**config.mk**
```make
export PLATFORM = sky130hd
export DESIGN_NAME = mult_product_accum
export DESIGN_NICKNAME = d
export VERILOG_FILES = /design/src/rtl/mult_product_accum.sv
export SDC_FILE = /design/constraint.sdc
export NUM_CORES = 1
export LEC_CHECK = 0
export CAP_MARGIN = 15
export CORE_ASPECT_RATIO = 0.6
export CORE_MARGIN = 3
export CORE_UTILIZATION = 36
export DETAILED_ROUTE_END_ITERATION = 10
export PLACE_DENSITY_LB_ADDON = 0.1
export RECOVER_POWER = 25
export SLEW_MARGIN = 0
export SYNTH_ARGS = -nofsm -noshare
export SYNTH_HDL_FRONTEND = slang
export SYNTH_SLANG_ARGS = --single-unit
```
**constraint.sdc**
```tcl
create_clock -name clk -period 2.46 [get_ports clk]
set_clock_uncertainty 0.05 [all_clocks]
set_input_delay 0.369 -clock clk [delete_from_list [all_inputs] [get_ports clk]]
set_output_delay 0.369 -clock clk [all_outputs]
set_load 0.01 [all_outputs]
```
**src/rtl/mult_product_accum.sv**
```systemverilog
// Accumulates products from the 4x4 sequential multiplier into NUM_TERMS-term
// sums and presents each sum on a valid/ready handshake, with a one-entry skid.
module mult_product_accum #(
    parameter int NUM_TERMS = 4,
    parameter int SUM_W     = 12,
    parameter int CNT_W     = 3
) (
    input  logic             clk,
    input  logic             reset_n,
    input  logic [7:0]       product,
    input  logic             finish,
    input  logic             clear,
    output logic [SUM_W-1:0] sum,
    output logic             sum_valid,
    input  logic             sum_ready,
    output logic [CNT_W-1:0] term_cnt,
    output logic             overflow,
    output logic             drop_err
);

    typedef enum logic {
        ACCUM = 1'b0,
        HOLD  = 1'b1
    } state_t;

    localparam logic [CNT_W-1:0] TERMS = CNT_W'(NUM_TERMS);

    state_t           state_q, state_d;
    logic [SUM_W-1:0] sum_q, sum_d;
    logic [CNT_W-1:0] cnt_q, cnt_d;
    logic             ovf_q, ovf_d;
    logic             drop_q, drop_d;
    logic [7:0]       skid_q, skid_d;
    logic             skid_full_q, skid_full_d;
    logic             f1_q, f1_d;
    logic             f2_q, f2_d;
    logic             f3_q, f3_d;

    logic             cap;
    logic             accum_en;
    logic [SUM_W-1:0] base_sum;
    logic [CNT_W-1:0] base_cnt;
    logic [SUM_W:0]   add;

    // Two-flop synchronizer for Finish plus history flop for fall detect
    always_comb begin
        f1_d = finish;
        f2_d = f1_q;
        f3_d = f2_q;
    end

    assign cap = f3_q & ~f2_q;

    // Next-state logic: accumulate, hold with skid, handshake reload, clear
    always_comb begin
        state_d     = state_q;
        sum_d       = sum_q;
        cnt_d       = cnt_q;
        ovf_d       = ovf_q;
        drop_d      = drop_q;
        skid_d      = skid_q;
        skid_full_d = skid_full_q;
        base_sum    = sum_q;
        base_cnt    = cnt_q;
        accum_en    = 1'b0;

        unique case (state_q)
            ACCUM: begin
                accum_en = cap;
            end
            HOLD: begin
                if (sum_ready) begin
                    state_d = ACCUM;
                    if (skid_full_q) begin
                        base_sum    = SUM_W'(skid_q);
                        base_cnt    = CNT_W'(1);
                        skid_full_d = 1'b0;
                    end else begin
                        base_sum = '0;
                        base_cnt = '0;
                    end
                    sum_d    = base_sum;
                    cnt_d    = base_cnt;
                    accum_en = cap;
                end else if (cap) begin
                    if (!skid_full_q) begin
                        skid_d      = product;
                        skid_full_d = 1'b1;
                    end else begin
                        drop_d = 1'b1;
                    end
                end
            end
            default: state_d = ACCUM;
        endcase

        add = {1'b0, base_sum} + {{(SUM_W + 1 - 8){1'b0}}, product};

        if (accum_en) begin
            sum_d = add[SUM_W-1:0];
            cnt_d = base_cnt + CNT_W'(1);
            if (add[SUM_W]) begin
                ovf_d = 1'b1;
            end
            if (cnt_d == TERMS) begin
                state_d = HOLD;
            end
        end

        if (clear) begin
            state_d     = ACCUM;
            sum_d       = '0;
            cnt_d       = '0;
            ovf_d       = 1'b0;
            drop_d      = 1'b0;
            skid_full_d = 1'b0;
        end
    end

    // Synchronizer registers; cleared only by reset so clear cannot double-cap
    always_ff @(posedge clk) begin
        if (!reset_n) begin
            f1_q <= 1'b0;
            f2_q <= 1'b0;
            f3_q <= 1'b0;
        end else begin
            f1_q <= f1_d;
            f2_q <= f2_d;
            f3_q <= f3_d;
        end
    end

    // Accumulator, FSM, skid and sticky flag registers
    always_ff @(posedge clk) begin
        if (!reset_n) begin
            state_q     <= ACCUM;
            sum_q       <= '0;
            cnt_q       <= '0;
            ovf_q       <= 1'b0;
            drop_q      <= 1'b0;
            skid_q      <= '0;
            skid_full_q <= 1'b0;
        end else begin
            state_q     <= state_d;
            sum_q       <= sum_d;
            cnt_q       <= cnt_d;
            ovf_q       <= ovf_d;
            drop_q      <= drop_d;
            skid_q      <= skid_d;
            skid_full_q <= skid_full_d;
        end
    end

    assign sum       = sum_q;
    assign sum_valid = (state_q == HOLD);
    assign term_cnt  = cnt_q;
    assign overflow  = ovf_q;
    assign drop_err  = drop_q;

endmodule
```
## Yosys cells after proc, flatten, opt, wreduce, memory -nomap -nowiden

Index checks and enable logic that the tools add are counted.

| operators by class | value |
|---|---|
| add/subtract/negate cells | 2 |
| equal/unequal tests | 1 |
| muxes and demuxes | 16 |
| bitwise gates (word level) | 6 |
| reductions and logical operators | 6 |

Operators by type and width:

| kind | count |
|---|---|
| 2-to-1 mux 12 bit | 3 |
| adder 12 x 8 -> 13 bit | 1 |
| 2-to-1 mux 3 bit | 3 |
| 2-to-1 mux 1 bit | 8 |
| 2-to-1 mux 8 bit | 1 |
| AND reduction 4 bit | 2 |
| inverter 1 bit | 5 |
| AND reduction 2 bit | 2 |
| adder 3 x 1 -> 3 bit, second input constant | 1 |
| == test 3 bit, second input constant | 1 |
| one-hot mux 1 bit (2 select lines) | 1 |
| nonzero test 2 bit | 1 |
| OR reduction 2 bit | 1 |
| AND 1 bit | 1 |

| storage, ports and cells | value |
|---|---|
| flip-flop bits (word level) | 30 |
| output and inout bits | 18 |

## Logic depth before layout (Yosys ltp)

| logic depth | value |
|---|---|
| word-level depth | 7 |
| depth in mapped cells | 11 |

## Least setup slack after synthesis

No wires, ideal clock.

| path | value |
|---|---|
| path type | reg-to-reg |
| start point | reg state_q, in the netlist sum_valid |
| end point | reg sum_q[6], in the netlist sum[6] |
| setup time | 0.062 ns |
| arrival | 2.526 ns |
| required time | 2.348 ns |
| setup slack | -0.178 ns |
| stages on the path, launching flop included | 12 |
| buffers on the path | 2 |
| period minus slack after synthesis | 2.638 ns |
| cell sequence | dfxtp_1 buf_6 nand2_1 buf_2 nand2_1 nand2_1 ha_1 fa_1 a211oi_1 o21ai_0 a2111o_1 nand3_1 |

| on the way | value |
|---|---|
| cells in the longest elaborated chain, start to end | 3 |
| elaborated cells between the ends (all ways) | 5 |
| those cells by class | 1 x add/sub; 3 x mux; 1 x bitwise |

RTL lines:

| element | line | RTL |
|---|---|---|
| start, declared | 28 | `state_t state_q, state_d;` |
| start signal, assigned | 144 | `state_q <= state_d;` |
| 2-to-1 mux 12 bit / inverter 1 bit (equally long branches) | n/a |  |
| adder 12 x 8 -> 13 bit / one-hot mux 1 bit (2 select lines) (equally long branches) | 97, 67 |  |
| 2-to-1 mux 12 bit (*) | 99 | `if (accum_en) begin` |
| end signal, assigned | 145 | `sum_q <= sum_d;` |
| end, declared | 29 | `logic [SUM_W-1:0] sum_q, sum_d;` |

Every way passes the cells marked *; elsewhere a longest branch is shown, timed or not.
A chain may end at the register's enable or synchronous reset.

## Final worst setup path

| path | value |
|---|---|
| start point | in sum_ready |
| end point | reg sum_q[6], in the netlist sum[6] |

| on the way | value |
|---|---|
| cells in the longest elaborated chain, start to end | 4 |
| elaborated cells between the ends (all ways) | 6 |
| those cells by class | 1 x add/sub; 5 x mux |

RTL lines:

| element | line | RTL |
|---|---|---|
| start, declared | 15 | `input logic sum_ready,` |
| 2-to-1 mux 12 bit (2 in a row) | n/a |  |
| adder 12 x 8 -> 13 bit | 97 | `add = {1'b0, base_sum} + {{(SUM_W + 1 - 8){1'b0}}, product};` |
| 2-to-1 mux 12 bit (*) | 99 |  |

Marks and branches as above.

==> flow_metrics.py <==
metrics = {
    "grt": {
        "gr-total-overflow": 0,
        "grt_use_total_pct": 18.1,
        "antenna_found_initial": 0,
        "grt_pass1_wl_um": 8470,
        "grt_max_degree": 17,
        "grt_pass1_vias": 1634,
    },
    "final_layout": {
        "nets": 293,
        "n_antenna_cell": 0,
        "final_cell_area_um2": 2480,
        "drive_gt1_share_pct": 19.0,
        "layout.cells.non_filler": 332,
        "area_growth_syn_to_layout_pct": 35.8,
    },
    "yosys": {
        "yosys_warnings": 0,
        "synth-seq-cells": 30,
        "synth_ff_type": "dfxtp_1",
        "synth_edf_count": 0,
        "synth_area_leader_cell": "dfxtp_1",
        "synthTopCellsByCount": "30 x dfxtp_1, 20 x nand2_1, 13 x nand3_1",
        "async_flop_share_pct": 0,
        "synth.area.top_cells": "dfxtp_1 33%, ha_1 7.5%, mux2i_1 6.0%",
        "synth_area_um2": 1830,
        "synth_cell_type_count": 45,
        "synth_nets": 234,
        "syn_avg_cell_area_um2": 8.74,
        "synthCells": 209,
        "synth_top_area_share_pct": 32.9,
        "synth_seq_area_share_pct": 32.9,
        "synth_most_common_cell": "dfxtp_1",
    },
    "routing": {
        "wl_met2_um": 1830,
        "viasPerCell": 5.05,
        "drc_errors": 0,
        "routed.top_layer": "met3",
        "drt_iter0_markers": 73,
        "wl_met3_um": 292,
        "firstDrtPassIters": 4,
        "wire_per_inst_um": 14.9,
        "drt-met1-wl_um": 2810,
        "vias": 1675,
        "wirelength_um": 4930,
        "detail-route-antenna-nets": 0,
    },
    "placement": {
        "dp_hpwl_um": 3810,
        "routabilityCongestion": 0.920,
        "dp_cells": 322,
        "numPortBuffers": 30,
        "dp_slack_ps": -438,
        "place_area_um2": 2380,
    },
    "sta": {
        "setup_ws_ps": 171,
        "final.setup.tns_ps": 0,
        "holdWs_ps": 388,
        "setup_violations": 0,
        "timing.fmax_mhz": 437,
        "hold_viol_final": 0,
        "tightestPinTransition_ps": 743,
        "post-route-period-util_pct": 93.0,
        "grt_setup_unrepaired": "false",
        "max_slew_margin_pct": 50.5,
        "fin_crit_ps": 2290,
        "drv_slew": 0,
    },
    "floorplan": {
        "rows": 19,
        "initial_core_util_pct": 38.6,
        "num_io_pins": 31,
        "core_um2": 4730,
        "dieArea_um2": 5990,
        "die_h_um": 61.2,
        "dieWidth_um": 98.0,
    },
    "clock_network": {
        "tritoncts": "yes",
        "cts_root_buf": "clkbuf_8",
        "cts_made_buffers": 5,
        "clk_pin_slew_worst_paths_ps": 70,
        "cts.sinks": 30,
        "worst_skew_pair.late_latency_ps": 280,
        "htree_levels": 2,
        "clk_path_buf_depth": 2,
    },
    "power": {
        "power.density_nw_per_um2": 410,
        "irDropWorstVdd_v": 0.000258,
        "p_leak_nw": 0.969,
    },
    "critical_path": {
        "cp_slowest_cell": "a2111o_1",
        "r2r_end": "sum[6]",
        "cpPeakStageDelay_ps": 420,
        "crit_path_end_kind": "flop",
        "crit_chain": "dlygate4sd2_1, and2_4, nand3_1, nand2_1, ha_1, fa_2, a211oi_2, o21ai_1, a2111o_1, nand3_1",
        "r2r_cells": 9,
        "reg2reg_slack_ps": 230,
        "required_ps": 2630,
        "critical_path.startpoint": "sum_ready",
        "cpMostUsedCell": "nand3_1",
        "path_max_fanout": 5,
        "crit_type": "primary input to flop",
        "worstPathArrival_ps": 2460,
        "crit_end": "sum[6]",
        "timing.rr.start": "sum_valid",
        "worstSetupStartpointType": "primary input",
    },
    "min_path": {
        "min_path_type": "flop to flop",
    },
    "job": {
        "cap_violations": 0,
    },
    "status": {
        "status": "finished clean",
    },
}
[logic make-up (layout without fill, tap and decap cells)]
logic type | Yosys count | in the layout | synth area share (%)
compound gates | 48 | 48 | 18.1
xor+xnor | 5 | 5 | 2.40
fa+ha+maj | 12 | 12 | 8.63
buf+inv | 14 | 74 | 3.84
flops | 30 | 30 | 32.9
mux | 12 | 12 | 6.64
simple gates | 88 | 88 | 27.5
[state kept, by name, indices dropped and copies added (netlist names)]
register / count
sum: 12
skid_q: 8
term_cnt: 3
drop_err: 1
f1_q: 1
f2_q: 1
f3_q: 1
overflow: 1
skid_full_q: 1
sum_valid: 1
[placed cells by master, fill, tap and decap left out, drive strengths merged, types with 2 or more instances in the layout]
cell type      count
nand4              3
a221o              2
nor4               3
o21ai              9
nor2b              9
nand2b             7
o311ai             2
a21oi             12
buf               29
nor3               5
xnor2              3
and4               2
nand2             21
ha                11
a211oi             4
and2b              2
nand3             13
a22oi              3
a21o               2
dfxtp             30
o21a               2
a311oi             3
and3               3
a2111o             3
xor2               2
clkdlybuf4s50     28
mux2i             11
clkbuf             8
a31oi              2
nor2              12
inv                6
and2               6
[worst max-delay path, delay by kind of cell]
| kind | cells | cell delay [ps] |
|---|---|---|
| AOI/OAI and AO/OA | 3 | 800 |
| adders and majority gates | 2 | 590 |
| buffers and inverters | 1 | 270 |
| and+or+nand+nor | 4 | 430 |
[worst min path at each step]
stage                     startpoint  endpoint  depth (start not counted)
after floorplan                 f1_q      f2_q                          1
after global placement          f1_q      f2_q                          1
after detailed placement        f1_q      f2_q                          1
after CTS                       f1_q      f2_q                          1
after global routing            f1_q      f2_q                          1
final                           f1_q      f2_q                          1
[area by class of cell]
class | instances | area, um2
Clock buffer | 7 | 86.3
Clock inverter | 1 | 5.00
Fill cell | 472 | 2250
Inverter | 6 | 22.5
Multi-Input combinational cell | 165 | 1160
Sequential cell | 30 | 603
Tap cell | 63 | 78.8
Timing Repair Buffer | 60 | 520
[power by group]
part / internal [mW] / total (mW) / switching [mW]
clock: 0.226 / 0.416 / 0.190
sequential: 0.489 / 0.492 / 0.00234
combinational: 0.0551 / 0.110 / 0.0546
total: 0.770 / 1.02 / 0.247
[per-stage QoR]
| step | util, % | total power [mW] |
|---|---|---|
| floorplan | - | 0.555 |
| global placement | 50.3 | 0.613 |
| detailed placement | 50.3 | 0.612 |
| CTS | 52.6 | 1.03 |
| global route | 52.4 | 1.07 |
| finish | 52.4 | 1.02 |
[layer usage]
metal,vias up,global-route usage (%)
li1,881,-
met1,761,28.3
met2,33,25.0
met3,0,4.30
met4,0,2.96
met5,-,0
[timing repair]
| action | 4_1_cts | 5_1_grt |
|---|---|---|
| buffers inserted | 2 | 0 |
| hold buffers | 0 | 0 |
| gates resized for setup | 5 | 2 |
| endpoints found under the setup margin | 7 | 1 |
| pin swaps | 3 | 0 |
| hold endpoints to repair | 0 | 0 |
| cloned | 0 | 0 |
Power figures use the tool's default switching activity.
